### src/rtl/fetch_stage_pkg.sv
// Shared pipeline definitions for the fetch stage: word width, NOP encoding,
// default program size and the fetch state encoding.
package fetch_stage_pkg;
    localparam int WORD_W            = 32;
    localparam int DEFAULT_ROM_DEPTH = 82;
    localparam logic [WORD_W-1:0] NOP_INS = 32'h00000000;

    typedef enum logic {RUN, HALT} fetchState_e;
endpackage

### src/rtl/fetch_stage_if.sv
// Fetch-stage bus: ROM address/data, hazard and redirect controls, IF/ID outputs
// and statistics. master = fetch stage, slave = surrounding pipeline / ROM.
interface fetch_stage_if;
    import fetch_stage_pkg::*;

    logic [WORD_W-1:0] PcOut;
    logic [WORD_W-1:0] InsIn;
    logic              Stall;
    logic              Redirect;
    logic [WORD_W-1:0] TargetIn;
    logic [WORD_W-1:0] IfIdIns;
    logic [WORD_W-1:0] IfIdPc;
    logic              IfIdValid;
    logic              Done;
    logic [WORD_W-1:0] FetchCount;
    logic [WORD_W-1:0] StallCount;

    modport master (
        output PcOut, IfIdIns, IfIdPc, IfIdValid, Done, FetchCount, StallCount,
        input  InsIn, Stall, Redirect, TargetIn
    );

    modport slave (
        input  PcOut, IfIdIns, IfIdPc, IfIdValid, Done, FetchCount, StallCount,
        output InsIn, Stall, Redirect, TargetIn
    );
endinterface

### src/rtl/fetch_stage_sat_counter.sv
// Enable-driven up counter that sticks at all-ones instead of wrapping.
module sat_counter #(
    parameter int W = 32
) (
    input  logic         clk,
    input  logic         rst,
    input  logic         en,
    output logic [W-1:0] count
);
    always_ff @(posedge clk or posedge rst) begin
        if (rst)
            count <= '0;
        else if (en && (count != '1))
            count <= count + 1'b1;
    end
endmodule

### src/rtl/fetch_stage.sv
// Instruction fetch: PC register, next-PC selection, IF/ID register and
// fetch/stall statistics. RUN/HALT is derived from the PC every cycle.
module fetch_stage
    import fetch_stage_pkg::*;
#(
    parameter int                ROM_DEPTH = DEFAULT_ROM_DEPTH,
    parameter logic [WORD_W-1:0] RESET_PC  = '0
) (
    input logic           clk,
    input logic           rst,
    fetch_stage_if.master fif
);
    localparam logic [WORD_W-1:0] DEPTH_W = WORD_W'(ROM_DEPTH);

    fetchState_e       state;
    logic [WORD_W-1:0] pc, pcNext, pcInc;
    logic [WORD_W-1:0] ifIdIns, ifIdInsNext;
    logic [WORD_W-1:0] ifIdPc, ifIdPcNext;
    logic              ifIdValid, ifIdValidNext;
    logic              fetchEn, stallEn;

    assign pcInc = pc + 1'b1;

    // Redirect beats Stall; a redirect leaves both counters untouched.
    always_comb begin
        state         = (pc >= DEPTH_W) ? HALT : RUN;
        pcNext        = pc;
        ifIdInsNext   = ifIdIns;
        ifIdPcNext    = ifIdPc;
        ifIdValidNext = ifIdValid;
        fetchEn       = 1'b0;
        stallEn       = 1'b0;
        if (fif.Redirect) begin
            pcNext        = fif.TargetIn;
            ifIdInsNext   = NOP_INS;
            ifIdPcNext    = '0;
            ifIdValidNext = 1'b0;
        end else if (fif.Stall) begin
            stallEn = 1'b1;
        end else begin
            case (state)
                RUN: begin
                    ifIdInsNext   = fif.InsIn;
                    ifIdPcNext    = pc;
                    ifIdValidNext = 1'b1;
                    pcNext        = (pcInc > DEPTH_W) ? DEPTH_W : pcInc;
                    fetchEn       = 1'b1;
                end
                HALT: begin
                    ifIdInsNext   = NOP_INS;
                    ifIdValidNext = 1'b0;
                end
                default: ;
            endcase
        end
    end

    always_ff @(posedge clk or posedge rst) begin
        if (rst) begin
            pc        <= RESET_PC;
            ifIdIns   <= NOP_INS;
            ifIdPc    <= '0;
            ifIdValid <= 1'b0;
        end else begin
            pc        <= pcNext;
            ifIdIns   <= ifIdInsNext;
            ifIdPc    <= ifIdPcNext;
            ifIdValid <= ifIdValidNext;
        end
    end

    sat_counter #(.W(WORD_W)) uFetchCnt (
        .clk(clk), .rst(rst), .en(fetchEn), .count(fif.FetchCount)
    );

    sat_counter #(.W(WORD_W)) uStallCnt (
        .clk(clk), .rst(rst), .en(stallEn), .count(fif.StallCount)
    );

    assign fif.PcOut     = pc;
    assign fif.Done      = (state == HALT);
    assign fif.IfIdIns   = ifIdIns;
    assign fif.IfIdPc    = ifIdPc;
    assign fif.IfIdValid = ifIdValid;
endmodule

### src/flat_wrapper.sv
// flat-port wrapper written by rule: the top's interface ports become plain ports
module fetch_stage_flat import fetch_stage_pkg::*;
#(
    parameter int                ROM_DEPTH = DEFAULT_ROM_DEPTH,
    parameter logic [WORD_W-1:0] RESET_PC  = '0
)
  (clk, rst, fif_PcOut, fif_IfIdIns, fif_IfIdPc, fif_IfIdValid, fif_Done, fif_FetchCount, fif_StallCount, fif_InsIn, fif_Stall, fif_Redirect, fif_TargetIn);
  fetch_stage_if fif_i ();
  input logic clk;
  input logic rst;
  output wire logic [$bits(fif_i.PcOut)-1:0] fif_PcOut;
  output wire logic [$bits(fif_i.IfIdIns)-1:0] fif_IfIdIns;
  output wire logic [$bits(fif_i.IfIdPc)-1:0] fif_IfIdPc;
  output wire logic [$bits(fif_i.IfIdValid)-1:0] fif_IfIdValid;
  output wire logic [$bits(fif_i.Done)-1:0] fif_Done;
  output wire logic [$bits(fif_i.FetchCount)-1:0] fif_FetchCount;
  output wire logic [$bits(fif_i.StallCount)-1:0] fif_StallCount;
  input wire logic [$bits(fif_i.InsIn)-1:0] fif_InsIn;
  input wire logic [$bits(fif_i.Stall)-1:0] fif_Stall;
  input wire logic [$bits(fif_i.Redirect)-1:0] fif_Redirect;
  input wire logic [$bits(fif_i.TargetIn)-1:0] fif_TargetIn;
  assign fif_PcOut = fif_i.PcOut;
  assign fif_IfIdIns = fif_i.IfIdIns;
  assign fif_IfIdPc = fif_i.IfIdPc;
  assign fif_IfIdValid = fif_i.IfIdValid;
  assign fif_Done = fif_i.Done;
  assign fif_FetchCount = fif_i.FetchCount;
  assign fif_StallCount = fif_i.StallCount;
  assign fif_i.InsIn = fif_InsIn;
  assign fif_i.Stall = fif_Stall;
  assign fif_i.Redirect = fif_Redirect;
  assign fif_i.TargetIn = fif_TargetIn;
  fetch_stage #(.ROM_DEPTH(ROM_DEPTH), .RESET_PC(RESET_PC)) u_core (.clk(clk), .rst(rst), .fif(fif_i));
endmodule
### config.mk
export PLATFORM = sky130hd
export DESIGN_NAME = fetch_stage_flat
export DESIGN_NICKNAME = d
export VERILOG_FILES = /design/src/rtl/fetch_stage_pkg.sv /design/src/rtl/fetch_stage_if.sv /design/src/rtl/fetch_stage_sat_counter.sv /design/src/rtl/fetch_stage.sv /design/src/flat_wrapper.sv
export SDC_FILE = /design/constraint.sdc
export NUM_CORES = 1
export LEC_CHECK = 0
export ABC_CLOCK_PERIOD_IN_PS = 5400
export CAP_MARGIN = 0
export CORE_MARGIN = 5
export CORE_UTILIZATION = 42
export DETAILED_ROUTE_END_ITERATION = 7
export PLACE_DENSITY = 0.77
export RECOVER_POWER = 50
export SLEW_MARGIN = 10
export SYNTH_ARGS = -nofsm -noshare
export SYNTH_HDL_FRONTEND = slang
export SYNTH_SLANG_ARGS = --single-unit
### constraint.sdc
create_clock -name clk -period 5.4 [get_ports clk]
set_input_delay 1.08 -clock clk [delete_from_list [all_inputs] [get_ports clk]]
set_output_delay 1.08 -clock clk [all_outputs]
set_load 0.05 [all_outputs]
* Word level (Yosys, flattened, before mapping)
Index checks and enable logic that the tools add are counted.
** Storage, ports and cells
- Output and inout bits :: 162
- Input bits :: 68
- Word-level logic and storage cells :: 38
- Register bits :: 161
** Cells by class
- Bitwise logic cells :: 1
- Magnitude comparators :: 2
- Reductions and logical operators :: 3
- Multiplexer cells :: 19
- Equality and inequality tests :: 4
- Add/subtract/negate cells :: 3
** Operators with widths (count)
- $mux 32 :: 9
- $add 32x1->32 const B :: 3
- $ne 32x32->1 const B :: 2
- $pmux 32 s2 :: 1
- $ge 32x7->1 const B :: 1
- $gt 32x7->1 const B :: 1
- $mux 1 :: 8
- $ne 2x1->1 const B :: 2
- $logic_and 1x1->1 :: 2
- $pmux 1 s2 :: 1
- $reduce_and 2->1 :: 1
- $not 1->1 :: 1

* Logic depth before layout (Yosys ltp)
Gate-level depths: netlist of the first run.
- Depth after elaboration :: 6
- Mapped depth :: 10
- Depth with buffers taken out :: 9

* Modules after synthesis
A second synthesis of the first run with hierarchy kept.
** Unflattened totals
- Cells, all modules :: 683
- Area, all modules :: 7563.5 um^2
** By module, submodules not included
- fetch_stage :: instances 1, area each 4440.5 um^2, cells each 405
- sat_counter :: instances 2, area each 1561.5 um^2, cells each 139

* Least setup slack after synthesis of the first run
OpenSTA, ideal clock, no wires.
- Path kind :: register to register
- From :: reg u_core.pc[0] (netlist: u_core.fif.PcOut[0])
- To :: reg u_core.uFetchCnt.count[19]
- Period minus slack after synthesis :: 3.483 ns
- Setup slack :: 1.917 ns
- Buffers on the path :: 1
- Cell stages (with the launch flop) :: 11
- Data arrival time :: 3.342 ns
- Library setup time :: 0.141 ns
- Path through :: dfrtp_1 -> inv_1 -> ha_1 -> o41a_2 -> o21ai_1 -> nand4_1 -> nor3_1 -> buf_2 -> nor3b_2 -> nand4_1 -> xnor2_1
** On the way
- Cells in the longest elaborated chain, start to end :: 6
** RTL lines
- start, declared :: RTL line fetch_stage.sv:16 : logic [WORD_W-1:0] pc, pcNext, pcInc;
- start signal, assigned :: RTL line fetch_stage.sv:65 : pc <= pcNext;
- $ge 32x7->1 :: RTL line fetch_stage.sv:26 : state = (pc >= DEPTH_W) ? HALT : RUN;
- $mux 1 :: RTL line fetch_stage.sv:26
- net fif_Done :: RTL line flat_wrapper.sv:15 : output wire logic [$bits(fif_i.Done)-1:0] fif_Done;
- $mux 1 :: RTL line fetch_stage.sv:41 : case (state)
- $mux 1 :: RTL line fetch_stage.sv:38 : end else if (fif.Stall) begin
- $mux 1 :: RTL line fetch_stage.sv:33 : if (fif.Redirect) begin
- $logic_and 1x1->1 :: RTL line fetch_stage_sat_counter.sv:13 : else if (en && (count != '1))
- end signal, assigned :: RTL line fetch_stage_sat_counter.sv:14 : count <= count + 1'b1;
- end, declared :: RTL line fetch_stage_sat_counter.sv:8 : output logic [W-1:0] count
The timed path passes the listed nets, and every way through them passes these cells.
A chain may end at the register's enable or synchronous reset.

* Final worst setup path of the first run
- From :: in fif_Redirect
- To :: reg u_core.pc[5] (netlist: u_core.fif.PcOut[5])
** On the way
- Cells in the longest elaborated chain, start to end :: 2
- Elaborated cells between the ends (all ways) :: 4
** RTL lines
- start, declared :: RTL line flat_wrapper.sv:20 : input wire logic [$bits(fif_i.Redirect)-1:0] fif_Redirect;
- $ne 2x1->1 (no line)
- $reduce_and 2->1 (no line)
Parallel ways exist; a longest one is shown, timed or not.

==> impl_metrics.json, run 1 <==
{
  "cts_sinks": 161,
  "synthAdderAreaFrac_pct": 0.8655,
  "slew_headroom_pct": -43.28,
  "critPathKind": "input pin to flop",
  "endpoint_kind": "flop",
  "clockBufferDepth": 2,
  "wire_per_inst_microns": 17.98,
  "firstDrtPassIters": 5,
  "r2r-end": "u_core.uFetchCnt.count[11]$_DFFE_PP0P_",
  "failed_checks": "max-capacitance violations, max-slew violations",
  "power_density_nw_per_um2": 290.8,
  "synth_area_per_cell_sq_um": 11.70,
  "grt_max_degree": 162,
  "cap_violations": 1,
  "finalSetupTns_ns": 0,
  "grt.busiest_layer": "met2",
  "drt-total-wl_microns": 19440,
  "arrival_ns": 4.37,
  "drive_above_1_share_pct": 9.463,
  "rsz0062_at_grt": "no",
  "nets": 916,
  "seqCellArea_sq_um": 4029,
  "startpoint_type": "input pin",
  "hold_depth": 1,
  "setup-violations-final": 0,
  "muxShareOfSynthArea_pct": 5.747,
  "fillers": 1443,
  "synth-compound-area-share_pct": 8.828,
  "outcome": "finished with violations",
  "met3_usage_pct": 7.666,
  "gp_congestion": 0.8854,
  "grt_use_met1_pct": 26.38,
  "fin_crit_sh_pct": 74.63,
  "synth_top_flop_cell": "dfrtp_1",
  "layout-area-overhead-vs-synth_pct": 42.74,
  "synth_async_sr_flop_share_pct": 100.0,
  "ys_warn_count": 0,
  "post-route-min-period_ns": 4.030,
  "cp_slowest_cell": "clkbuf_1",
  "placementRows": 48,
  "path_buf_inv": 3,
  "cts_tree": "yes",
  "path_cells": "dlygate4sd3_1 -> clkbuf_1 -> inv_1 -> o21a_1 -> or3_1 -> a2111o_1 -> nand2_1",
  "multi_input_area_sq_um": 3058,
  "fp.dieW_microns": 141.2,
  "cts_resized": 0,
  "io_buffers": 229,
  "clkTransAtPathRegs_ns": 0.07,
  "total_power_mw": 3.000,
  "vias": 5727,
  "clock_latency_ns": 0.42,
  "initial_core_util_pct": 42.23,
  "grt.overflow.total": 0,
  "io_pins": 230,
  "post_cts_buffers": 0,
  "min_from": "u_core.fif.IfIdPc[22]$_DFFE_PP0P_",
  "cts_buffers": 17,
  "fp.dieArea_sq_um": 19930,
  "drc": 0,
  "track_usage_pct": 19.67,
  "synthCells": 618,
  "hold_end": "u_core.fif.IfIdPc[22]$_DFFE_PP0P_",
  "die_h_microns": 141.2,
  "cp.required_ns": 5.74,
  "synth_edf_count": 0,
  "finalClockSkew_ns": 0.01416,
  "cts-root-buf": "clkbuf_16",
  "min_path_type": "flop to flop",
  "ys_ff_latch": 161,
  "n_antenna_cell": 0,
  "synth_top_family_by_area": "simple AND/OR/NAND/NOR gates",
  "synth_cell_types": 63,
  "r2r-start": "u_core.fif.PcOut[18]$_DFFE_PP0P_",
  "p_leak_nw": 4.522,
  "r2r_slack_ns": 2.08,
  "path_max_fanout": 31,
  "dp_hpwl_microns": 13970,
  "drt_iter0_markers": 376,
  "grtUsageMet2_pct": 30.12,
  "cpPeakStageDelay_ns": 0.92,
  "syn_nets": 691,
  "viasPerCell": 5.298,
  "antenna_found_initial": 0,
  "tightest_slew_ns": 2.149,
  "synthSimpleGateAreaFrac_pct": 18.19,
  "crit_family": "buffers and inverters",
  "htreeDepth": 4,
  "grt_pass1_wl_microns": 31530,
  "reg2reg_depth": 8,
  "synthXorXnorAreaFrac_pct": 8.603,
  "finalMaxSlewViolations": 162,
  "ir_drop_v": 0.0002314,
  "grt_pass1_vias": 5848,
  "max_freq_ghz": 0.2481,
  "synth_area_sq_um": 7228,
  "synth_seq_area_share_pct": 55.74,
  "antenna_left": 0,
  "hold_violations": 0,
  "cts-hold-fix-buffers": 0,
  "core_sq_um": 17120
}
==> synthesized netlist by cell type, drive strengths merged (4+ instances only) <==
cell type	count	share of area, %
o21ai	6	0.42
o21a	4	0.42
a21oi	4	0.28
nand4	27	2.4
nor3	16	1.2
and4	11	1.3
xor2	20	2.4
buf	12	0.73
nor4	8	0.87
and3	19	1.6
inv	9	0.47
nand3	28	2.2
mux2i	10	1.4
or4	4	0.57
ha	5	0.87
nand2	37	1.9
a22o	32	3.9
dfrtp	161	56
xnor2	51	6.2
and2	31	2.7
mux2	28	4.4
a31oi	4	0.35
nor2	32	1.7
clkbuf	16	0.83
==> worst max path at each step <==
stage / cells past startpoint / end / slack [ns] / from
2_1_floorplan: 10 / u_core.uFetchCnt.count[19]$_DFFE_PP0P_ / 1.92 / u_core.fif.PcOut[0]$_DFFE_PP0P_
3_3_place_gp: 7 / u_core.uFetchCnt.count[15]$_DFFE_PP0P_ / 1.81 / fif_Redirect
3_5_place_dp: 7 / u_core.uFetchCnt.count[7]$_DFFE_PP0P_ / 1.83 / fif_Redirect
4_1_cts: 4 / fif_Done / 1.54 / u_core.fif.PcOut[18]$_DFFE_PP0P_
5_1_grt: 7 / u_core.fif.PcOut[5]$_DFFE_PP0P_ / 1.13 / fif_Redirect
6_report: 7 / u_core.fif.PcOut[5]$_DFFE_PP0P_ / 1.37 / fif_Redirect
==> layer usage <==
| layer | vias up | share of wire, % |
|---|---|---|
| met5 | - | 0 |
| met2 | 225 | 46 |
| li1 | 2683 | - |
| met1 | 2791 | 43 |
| met3 | 28 | 9.2 |
| met4 | 0 | 1.4 |
==> flip-flops by register name (all words and copies together), names as in the netlist <==
name and count:
u_core.fif.PcOut 32, u_core.fif.IfIdValid 1, u_core.fif.IfIdIns 32, u_core.uStallCnt.count 32, u_core.uFetchCnt.count 32, u_core.fif.IfIdPc 32
==> cell type report <==
class | instances | share of cell area (%)
clock inverters | 15 | 1.589
inverters | 9 | 0.3638
clock buffers | 17 | 4.123
repair buffers | 234 | 22.51
multi-input cells | 420 | 29.64
flip-flops and latches | 161 | 39.05
well taps | 225 | 2.729
==> where the power goes <==
part	internal [mW]	switching [mW]	total, mW
combinational	0.190	0.288	0.478
sequential	1.25	0.0924	1.34
clock	0.622	0.557	1.18
total	2.06	0.937	3.00
==> metrics by stage <==
step	cell area (sq um)	setup WS [ns]	hold WS, ns	instances	utilization, %
floorplan	7232	1.917	0.7893	618	-
global placement	9751	1.813	0.4618	1049	56.97
detailed placement	9751	1.830	0.4698	1049	56.97
CTS	10340	1.539	0.4893	1081	60.41
global route	10320	1.130	0.4963	1081	60.28
finish	10320	1.370	0.4808	1081	60.28
==> worst register-to-register path, stage by stage (launching register included) <==
cell and delay (ns):
dfrtp_1 0.47, or4_1 0.54, nor4_1 0.32, nand4_1 0.27, nor3_2 0.37, buf_4 0.43, nor3b_2 0.50, nand3_1 0.16
xnor2_1 0.15
==> cells in the final DEF (no fill, tap or decap), types with 26 or more instances in the layout <==
master,n
xnor2_1,51
and2_1,30
nor2_1,32
nand3_1,26
nand2_1,37
nand4_1,26
a22o_1,32
mux2_2,27
dfrtp_1,161
dlygate4sd3_1,44
clkdlybuf4s50_1,185
==> cell families (layout without fill, tap and decap cells) <==
logic type      Yosys count  count (layout)
flops                   161             161
mux                      38              38
fa+ha+maj                 5               5
buf+inv                  37             275
compound gates           78              78
xor+xnor                 71              71
simple gates            228             228
Power figures use the tool's default switching activity.
==> run 2: changes to the inputs <==
--- a/config.mk
+++ b/config.mk
@@ -5,12 +5,12 @@
 export SDC_FILE = /design/constraint.sdc
 export NUM_CORES = 1
 export LEC_CHECK = 0
-export ABC_CLOCK_PERIOD_IN_PS = 5400
+export ABC_CLOCK_PERIOD_IN_PS = 4100
 export CAP_MARGIN = 0
 export CORE_MARGIN = 5
-export CORE_UTILIZATION = 42
+export CORE_UTILIZATION = 47
 export DETAILED_ROUTE_END_ITERATION = 7
-export PLACE_DENSITY = 0.77
+export PLACE_DENSITY = 0.81
 export RECOVER_POWER = 50
 export SLEW_MARGIN = 10
 export SYNTH_ARGS = -nofsm -noshare
==> constraint.sdc (replaced) <==
create_clock -name clk -period 4.1 [get_ports clk]
set_input_delay 0.82 -clock clk [delete_from_list [all_inputs] [get_ports clk]]
set_output_delay 0.82 -clock clk [all_outputs]
set_load 0.05 [all_outputs]
==> impl_metrics.json, run 2 (same netlist as run 1, synthesis figures left out) <==
{
  "vias": 5900,
  "wire_per_inst_microns": 19.71,
  "io_pins": 230,
  "fin_crit_sh_pct": 88.12,
  "placementRows": 45,
  "rsz0062_at_grt": "no",
  "nets": 919,
  "cts-root-buf": "clkbuf_16",
  "fp.dieArea_sq_um": 17960,
  "cts_sinks": 161,
  "failed_checks": "max-capacitance violations, max-slew violations",
  "ir_drop_v": 0.0002827,
  "max_freq_ghz": 0.2768,
  "drt-total-wl_microns": 20600,
  "drc": 0,
  "die_h_microns": 134.0,
  "finalClockSkew_ns": 0.01067,
  "slew_headroom_pct": -19.56,
  "cts_resized": 0,
  "min_path_type": "flop to flop",
  "layout-area-overhead-vs-synth_pct": 43.29,
  "arrival_ns": 2.79,
  "antenna_found_initial": 0,
  "hold_violations": 0,
  "p_leak_nw": 4.564,
  "clkTransAtPathRegs_ns": 0.07,
  "final_cell_mix": "clkdlybuf4s50_1, dfrtp_1, xnor2_1",
  "viasPerCell": 5.646,
  "clockBufferDepth": 2,
  "outcome": "finished with violations",
  "htreeDepth": 4,
  "cts-hold-fix-buffers": 0,
  "fp.dieW_microns": 134.0,
  "drt_iter0_markers": 460,
  "pwr-share-clk_pct": 42.5,
  "path_max_fanout": 10,
  "drive_above_1_share_pct": 9.335,
  "post_cts_buffers": 0,
  "gp_congestion": 0.9108,
  "track_usage_pct": 23.24,
  "pwr-share-seq_pct": 42.3,
  "finalSetupTns_ns": 0,
  "p_int_mw": 3.052,
  "multi_input_area_sq_um": 3058,
  "cap_violations": 2,
  "grt.overflow.total": 0,
  "tightest_slew_ns": 1.793,
  "mostFrequentLayoutCell": "clkdlybuf4s50_1",
  "n_antenna_cell": 0,
  "power_switching_mw": 1.118,
  "endpoint_kind": "primary output",
  "core_sq_um": 15150,
  "total_power_mw": 4.170,
  "r2r_slack_ns": 0.83,
  "dp_hpwl_microns": 14770,
  "cp.required_ns": 3.28,
  "antenna_left": 0,
  "cts_buffers": 17,
  "fillers": 1094,
  "power_density_nw_per_um2": 402.6,
  "grt_pass1_vias": 6262,
  "cts_tree": "yes",
  "firstDrtPassIters": 5,
  "clock_latency_ns": 0.43,
  "startpoint_type": "flop",
  "grt_pass1_wl_microns": 33510,
  "hold-worst-slack_ns": 0.4767,
  "grt_max_degree": 82,
  "seqCellArea_sq_um": 4029,
  "initial_core_util_pct": 47.72,
  "finalMaxSlewViolations": 75,
  "io_buffers": 229,
  "post-route-min-period_ns": 3.613,
  "switching_share_pct": 26.81,
  "fin_util_pct": 68.38,
  "p_comb_share_pct": 15.1,
  "setup-violations-final": 0,
  "critPathKind": "flop to primary output"
}
==> run 2: cell count changes in the layout (fill, tap and decap cells not counted), moves of 3 or more <==
cell	previous run	this run
dlygate4sd3_1	44	40
buf_4	2	5
bufinv_16	0	6
inv_8	5	0
clkinvlp_4	3	0
clkdlybuf4s50_1	185	189
inv_6	4	1
clkinv_8	3	0
==> run 2: critical path, stage by stage, from the launching register on <==
cell,delay [ns]
dfrtp_1,0.52
inv_1,0.15
ha_1,0.22
o41a_2,0.37
o21ai_1,0.13
nand4_1,0.20
clkdlybuf4s50_1,0.77
==> run 2: cell type report <==
class                   count  share of cell area (%)
multi-input cells         420                   29.52
well taps                 188                   2.271
inverters                   9                  0.3382
flip-flops and latches    161                   38.90
clock inverters            10                   2.005
clock buffers              20                   4.313
repair buffers            237                   22.65
==> run 2: through the flow <==
stage          setup WS (ns)  cells  area [sq um]
3_5_place_dp          0.9345   1015          9727
2_1_floorplan         0.6174    618          7232
5_1_grt               0.3326   1045         10360
3_3_place_gp           1.051   1015          9727
4_1_cts               0.4920   1045         10380
6_report              0.4870   1045         10360
==> run 2: path summary, 6_finish.rpt <==
check	from	to	depth (start not counted)
hold / removal	u_core.fif.IfIdPc[13]$_DFFE_PP0P_	u_core.fif.IfIdPc[13]$_DFFE_PP0P_	1
max in group asynchronous	rst	u_core.fif.IfIdIns[2]$_DFFE_PP0N_	3
hold reg to reg	u_core.fif.IfIdPc[13]$_DFFE_PP0P_	u_core.fif.IfIdPc[13]$_DFFE_PP0P_	1
min in group asynchronous	rst	u_core.uStallCnt.count[8]$_DFFE_PP0P_	2
setup reg to reg	u_core.fif.PcOut[1]$_DFFE_PP0P_	u_core.fif.PcOut[4]$_DFFE_PP0P_	8
setup / recovery	u_core.fif.PcOut[0]$_DFFE_PP0P_	fif_Done	6
==> run 2: routing by layer <==
metal  part of all wire (%)  up-vias  wire length [microns]  GRT usage, %
met2                     49      251                  10050         38.15
met1                     41     2913                   8415         29.26
met3                    7.9       46                   1636         7.502
li1                       -     2690                      -             -
met5                      0        -                      0             0
met4                    2.4        0                    496         7.862
==> run 2: power groups by stage <==
stage               Sequential, mW  Combinational (mW)  Clock [mW]
CTS                           1.76               0.639        1.80
global placement              1.78               0.625           0
detailed placement            1.79               0.635           0
global route                  1.78               0.670        1.86
floorplan                     1.96               0.198           0
finish                        1.76               0.632        1.77
